$ cat src/rtl/arith_unit.sv
// arith_unit: shared arithmetic resource for the differentiator datapath.
//   - Iterative shift-add multiplier. It takes WIDTH steps per product and
//     uses a start/busy/done handshake.
//   - Registered adder/subtractor with a latency of one cycle. Results are
//     valid when as_done is high.
// Ports:
//   clk, reset (async, active-low)
//   mul_start, mul_in1, mul_in2 -> mul_out, mul_ovf, mul_busy, mul_done
//   as_start, as_in1, as_in2, add_sub -> as_out, as_carry, as_done
// All outputs come straight from flops.
module arith_unit #(
  parameter int WIDTH = 16
) (
  input  logic             clk,
  input  logic             reset,
  input  logic             mul_start,
  input  logic [WIDTH-1:0] mul_in1,
  input  logic [WIDTH-1:0] mul_in2,
  output logic [WIDTH-1:0] mul_out,
  output logic             mul_ovf,
  output logic             mul_busy,
  output logic             mul_done,
  input  logic             as_start,
  input  logic [WIDTH-1:0] as_in1,
  input  logic [WIDTH-1:0] as_in2,
  input  logic             add_sub,
  output logic [WIDTH-1:0] as_out,
  output logic             as_carry,
  output logic             as_done
);

  localparam int              CW   = $clog2(WIDTH + 1);
  localparam logic [CW-1:0]   LAST = CW'(WIDTH - 1);

  // ---------------- multiplier ----------------
  logic [2*WIDTH-1:0] acc_q, acc_d, mcand_q, mcand_d, acc_step;
  logic [WIDTH-1:0]   mplier_q, mplier_d, mul_out_q, mul_out_d;
  logic [CW-1:0]      cnt_q, cnt_d;
  logic               busy_q, busy_d, mul_ovf_q, mul_ovf_d, mul_done_q, mul_done_d;

  // Partial product for the current step. The final step's sum is also the
  // completed product, so the result is taken from here on the last edge.
  assign acc_step = acc_q + (mplier_q[0] ? mcand_q : '0);

  always_comb begin
    acc_d      = acc_q;
    mcand_d    = mcand_q;
    mplier_d   = mplier_q;
    cnt_d      = cnt_q;
    busy_d     = busy_q;
    mul_out_d  = mul_out_q;
    mul_ovf_d  = mul_ovf_q;
    mul_done_d = 1'b0;
    if (!busy_q) begin
      // A start while busy is simply not looked at.
      if (mul_start) begin
        acc_d    = '0;
        mcand_d  = {{WIDTH{1'b0}}, mul_in1};
        mplier_d = mul_in2;
        cnt_d    = '0;
        busy_d   = 1'b1;
      end
    end else begin
      acc_d    = acc_step;
      mcand_d  = mcand_q << 1;
      mplier_d = mplier_q >> 1;
      cnt_d    = cnt_q + CW'(1);
      if (cnt_q == LAST) begin
        busy_d     = 1'b0;
        mul_out_d  = acc_step[WIDTH-1:0];
        mul_ovf_d  = |acc_step[2*WIDTH-1:WIDTH];
        mul_done_d = 1'b1;
      end
    end
  end

  always_ff @(posedge clk or negedge reset) begin
    if (!reset) begin
      acc_q      <= '0;
      mcand_q    <= '0;
      mplier_q   <= '0;
      cnt_q      <= '0;
      busy_q     <= 1'b0;
      mul_out_q  <= '0;
      mul_ovf_q  <= 1'b0;
      mul_done_q <= 1'b0;
    end else begin
      acc_q      <= acc_d;
      mcand_q    <= mcand_d;
      mplier_q   <= mplier_d;
      cnt_q      <= cnt_d;
      busy_q     <= busy_d;
      mul_out_q  <= mul_out_d;
      mul_ovf_q  <= mul_ovf_d;
      mul_done_q <= mul_done_d;
    end
  end

  assign mul_out  = mul_out_q;
  assign mul_ovf  = mul_ovf_q;
  assign mul_busy = busy_q;
  assign mul_done = mul_done_q;

  // ---------------- adder / subtractor ----------------
  logic [WIDTH:0]   sum_ext, dif_ext;
  logic [WIDTH-1:0] as_out_q, as_out_d;
  logic             as_carry_q, as_carry_d, as_done_q, as_done_d;

  // With one extra bit, the top bit of the sum is the carry. The same bit of
  // the difference is the borrow, which is 1 when A < B.
  assign sum_ext = {1'b0, as_in1} + {1'b0, as_in2};
  assign dif_ext = {1'b0, as_in1} - {1'b0, as_in2};

  always_comb begin
    as_out_d   = as_out_q;
    as_carry_d = as_carry_q;
    as_done_d  = as_start;
    if (as_start) begin
      as_out_d   = add_sub ? dif_ext[WIDTH-1:0] : sum_ext[WIDTH-1:0];
      as_carry_d = add_sub ? dif_ext[WIDTH]     : sum_ext[WIDTH];
    end
  end

  always_ff @(posedge clk or negedge reset) begin
    if (!reset) begin
      as_out_q   <= '0;
      as_carry_q <= 1'b0;
      as_done_q  <= 1'b0;
    end else begin
      as_out_q   <= as_out_d;
      as_carry_q <= as_carry_d;
      as_done_q  <= as_done_d;
    end
  end

  assign as_out   = as_out_q;
  assign as_carry = as_carry_q;
  assign as_done  = as_done_q;

endmodule

$ cat config.mk
export PLATFORM = sky130hd
export DESIGN_NAME = arith_unit
export DESIGN_NICKNAME = d
export VERILOG_FILES = /design/src/rtl/arith_unit.sv
export SDC_FILE = /design/constraint.sdc
export NUM_CORES = 1
export LEC_CHECK = 0
export ABC_AREA = 1
export CAP_MARGIN = 20
export CORE_MARGIN = 2
export CORE_UTILIZATION = 44
export CTS_CLUSTER_DIAMETER = 200
export DETAILED_ROUTE_END_ITERATION = 12
export PLACE_DENSITY = 0.65
export SLEW_MARGIN = 25
export SYNTH_ARGS = -nofsm -noshare
export SYNTH_HDL_FRONTEND = slang
export SYNTH_SLANG_ARGS = --single-unit
$ cat constraint.sdc
create_clock -name clk -period 2.9 [get_ports clk]
set_input_delay 0.58 -clock clk [delete_from_list [all_inputs] [get_ports clk]]
set_output_delay 0.58 -clock clk [all_outputs]
set_load 0.005 [all_outputs]
[Word-level counts from Yosys, hierarchy flattened]
Index checks and enable logic that the tools add are counted.
Storage, ports and cells
  register bits after elaboration: 122
  input port bits: 69
  output and inout bits: 37
Cells by class
  $add $sub $neg: 4
  equality and inequality tests: 1
  multiplexer cells: 16
  reductions and logical operators: 3
Operators with widths (number)
  $mux 32: 5
  $mux 16: 3
  $add 32x32->32: 1
  $add 16x16->17: 1
  $sub 16x16->17: 1
  $reduce_or 16->1: 1
  $mux 5: 2
  $mux 1: 6
  $add 5x1->5 const B: 1
  $eq 5x4->1 const B: 1
  $reduce_and 2->1: 1
  $reduce_bool 2->1: 1

[Depth between registers and ports, before layout]
  depth after elaboration: 3
  mapped depth: 22
  depth with buffers taken out: 20

[Least setup slack after synthesis]
OpenSTA, ideal clock, no wires.
  path kind: reg-to-reg
  start point: register mplier_q[0]
  end point: register mul_ovf_q, in the netlist mul_ovf
  arrival: 2.349 ns
  data required time: 2.783 ns
  slack: 0.434 ns
  cell stages (with the launch flop): 21
  path buffers: 2
  clock period less this slack: 2.466 ns
  cells stage by stage: dfrtp_1 -> clkbuf_1 -> clkbuf_1 -> nand2_1 -> inv_1 -> ha_1 -> fa_1 -> nand3_1 -> nand3_1 -> nand2_1 -> nand2_1 -> nand2_1 -> nand2_1 -> nand2_1 -> nand3_1 -> nand2_1 -> nand2_1 -> nor2_1 -> nand2_1 -> nor2_1 -> nor2_1
On the way
  longest elaborated chain between the ends: 3
Ends and longest elaborated chain
  start, declared: line 37  | logic [WIDTH-1:0] mplier_q, mplier_d, mul_out_q, mul_out_d;
  start signal, assigned: line 90  | mplier_q <= mplier_d;
  $mux 32: line 43  | assign acc_step = acc_q + (mplier_q[0] ? mcand_q : '0);
  $add 32x32->32: line 43
  $reduce_or 16->1: line 71  | mul_ovf_d = |acc_step[2*WIDTH-1:WIDTH];
  end signal, assigned: line 94  | mul_ovf_q <= mul_ovf_d;
  end, declared: line 39  | logic busy_q, busy_d, mul_ovf_q, mul_ovf_d, mul_done_q, mul_done_d;
No other way between the ends.
A chain may end at the register's enable or synchronous reset.

[Worst setup path after layout]
Same ends and word-level chain as after synthesis.

==> impl_results.md <==
- Status: completed
- Unrepaired setup endpoints after global routing: false
- GR Util met3: 4.250%
- CP Data Arrival Time: 2.92 ns
- Period utilization: 90.20%
- EDFF count, synth: 0
- Synthesized instance count: 1,317
- Post-synth cell types: 39
- Post-Route WL: 24,170 um
- Drt drc: 0
- Die Span Y: 146.3 um
- Slew @ Worst Pin: 0.6916 ns
- Postcts setup bufs: 0
- Met1 Usage GRT: 31.65%
- Met2 Track Usage GR: around 39%
- Via Count: roughly 8.4k
- Switching Share: between 40% and 50%
- CP endpoint kind: flop
- Critical setup path kind: flop to flop
- Total congestion overflow: 0
- Hold Path Class: input pin to asynchronous set/reset pin
- Cts hold-fix bufs: 0
- Sequential power share: 32.4%
- Num ports: 106
- H-tree depth: 4
- P_leak: approximately 6 nW
- Synth warnings: 0
- CTS Sinks: ~120
- Antenna violations before repair: 1
- Clock Power Share: approximately a quarter
- Routed Antenna Nets: 0
- Combinational power share: 41.3%
- Pins Over Slew Limit: 0
- Longest Clk Path Bufs: 2
- Max frequency: about 380 MHz
- Gates resized, CTS repair: 0
- First-pass DRT Iterations: 5
- Area grow syn2layout: 22.49%
- Synth Flop Type: dfrtp_1
- Dpl cells: 1,671
- CTS buffer count: 17
- Syn nets: around 1.5k
- Worst Reg-to-Reg Cells: 18
- Grt peak-use layer: met2
- Synth top area cells: dfrtp_1 34%, nand2_1 20%, inv_1 9.7%
- Vias in the first global route: 8,234
- Critical Path RT: 3.21 ns
- Layout Nets: between 1.5k and 2k
- Register area share after synthesis: approximately 34%
- Mean post-synth cell area: 6.763 um2
- Layout cells sized above 1: 5.024%
- Pwr Density: 771.1 mW/mm2
- Initial core utilization: 44.45%
- Setup-failing EPs final: 0
- TritonCTS clock tree: yes
- Clock Root Buffer: clkbuf_16
- Final hold vios: 0
- Number of synthesized register bits: 122
- Count leader, synth: nand2_1
- GRT Util Overall: 23.35%
- Fillers: between 2k and 2.5k
- Core box area: 0.02004 mm2
- Die Wd: 146.3 um
- Mapped Area: 0.008907 mm2
- Peak VDD IR: 398.0 uV
- Synth top area share: 34.27%
- Initial DRC count: around 460
- Die area: 0.02140 mm2
- Rel. slew slack: a little over half
- Cell accounting for the most synthesized area: dfrtp_1
- Clock slew at reported path FFs: 0.06 ns
- Most frequent cells after synthesis: 469 x nand2_1, 229 x inv_1, 122 x dfrtp_1
- Sum of negative setup slack: 0 ns
- Internal: 0.005044 W
- Max-Cap Viols: 0
- Hpwl dp: 18,900 um
- Vias per cell: between 4 and 5
- First-pass GRT wire length: 40,260 um
- PnR Total Power: 0.008413 W
- Worst hold slack: between 0.2 and 0.25 ns
- Fin cells: 1,703
- Startpoint Class: flop
- Ys async rst share: 100.0%
- Largest net degree at the start of global routing: 60
- Switch Pwr: 0.003368 W
- Clock Skews: around 0.0077 ns
- CP Max Fanout: 12
- Port bufs: 105
- Clk_lat worst skew: 0.42 ns
- Ant diodes: 0
- Routability-driven placement congestion ratio: roughly 0.9
- Row count: 52
- Post-route minimum period: between 2 and 3 ns
- Routed length per placed instance: about 14 um
## through the flow
stage	setup slack [ns]	util, %	area, um2
finish	0.2841	54.45	10910
global route	0.05479	54.45	10910
CTS	0.2621	54.45	10910
detailed placement	0.01295	51.44	10310
global placement	0.06804	51.44	10310
floorplan	0.4338	-	8907
## final timing paths
kind / start / end / slack [ns]
hold / removal: reset / acc_q[6] / 0.20
max in group asynchronous: reset / as_carry / 2.04
setup / recovery: mplier_q[0] / mul_ovf / 0.28
hold reg to reg: mul_out[8] / mul_out[8] / 0.48
setup reg to reg: mplier_q[0] / mul_ovf / 0.28
min in group clk: mul_out[8] / mul_out[8] / 0.48
## routing by layer
metal  wire (um)  share of wire [%]
met5          13              0.054
met4         344                1.4
met3        1106                4.6
met2       11250                 47
met1       11450                 47
## cells by family (layout without fill, tap and decap cells)
kind of cell               after synthesis  count (layout)  share of synthesized area, %
AOI/OAI and AO/OA                      201             201                         13.16
and+or+nand+nor                        627             627                         28.67
adders and majority gates               68              68                         9.805
xor gates and xnor gates                25              25                         2.458
DFF                                    122             122                         34.27
buffers and inverters                  274             390                         11.63
## power groups by stage
stage | clock, W | combinational [W] | sequential [W]
after CTS | 0.00225 | 0.00350 | 0.00272
final | 0.00221 | 0.00347 | 0.00272
after detailed placement | 0 | 0.00349 | 0.00274
after global routing | 0.00233 | 0.00395 | 0.00281
after floorplan | 0 | 0.00234 | 0.00266
after global placement | 0 | 0.00344 | 0.00273
## critical path, stage by stage (launching register included)
cell	delay, ns
dfrtp_1	0.42
buf_4	0.20
nand2_1	0.07
inv_1	0.06
fa_1	0.48
nand3_1	0.11
nand3_1	0.09
nand2_1	0.07
nand2_1	0.15
nand2_1	0.10
nand2_1	0.09
nand2_1	0.12
nand3_1	0.07
nand2_1	0.09
nand2_1	0.09
nor2_1	0.09
nand2_1	0.06
nor2_1	0.08
nor2_1	0.04
## flip-flops by register name, indices dropped and copies added (netlist names)
signal,flops
mcand_q,32
cnt_q,5
mplier_q,16
mul_ovf,1
acc_q,32
mul_done,1
as_out,16
as_done,1
as_carry,1
mul_out,16
mul_busy,1
## placed cells by master, fill, tap and decap left out, types with 5 or more instances in the layout
cell type / instances
a21oi_1: 44
a22oi_1: 18
a31oi_1: 11
buf_4: 17
clkbuf_16: 17
clkdlybuf4s50_1: 104
dfrtp_1: 122
ha_1: 65
inv_1: 229
inv_6: 8
nand2_1: 469
nand2_2: 6
nand3_1: 48
nand3b_1: 8
nand4_1: 13
nor2_1: 63
nor2_2: 6
nor3_1: 5
o21ai_0: 84
o21bai_1: 6
o221ai_1: 10
o22ai_1: 16
xnor2_1: 14
xor2_1: 11
## layout make-up
cell class | count | area, um2 | area share, %
Multi-Input combinational cell | 921 | 4826 | 44.23
Sequential cell | 122 | 3053 | 27.98
Timing Repair Buffer | 123 | 1209 | 11.08
Inverter | 235 | 882.1 | 8.085
Clock buffer | 17 | 425.4 | 3.899
Tap cell | 270 | 337.8 | 3.096
Clock inverter | 15 | 177.7 | 1.628
Note: power is estimated with default switching activity, not from simulation.
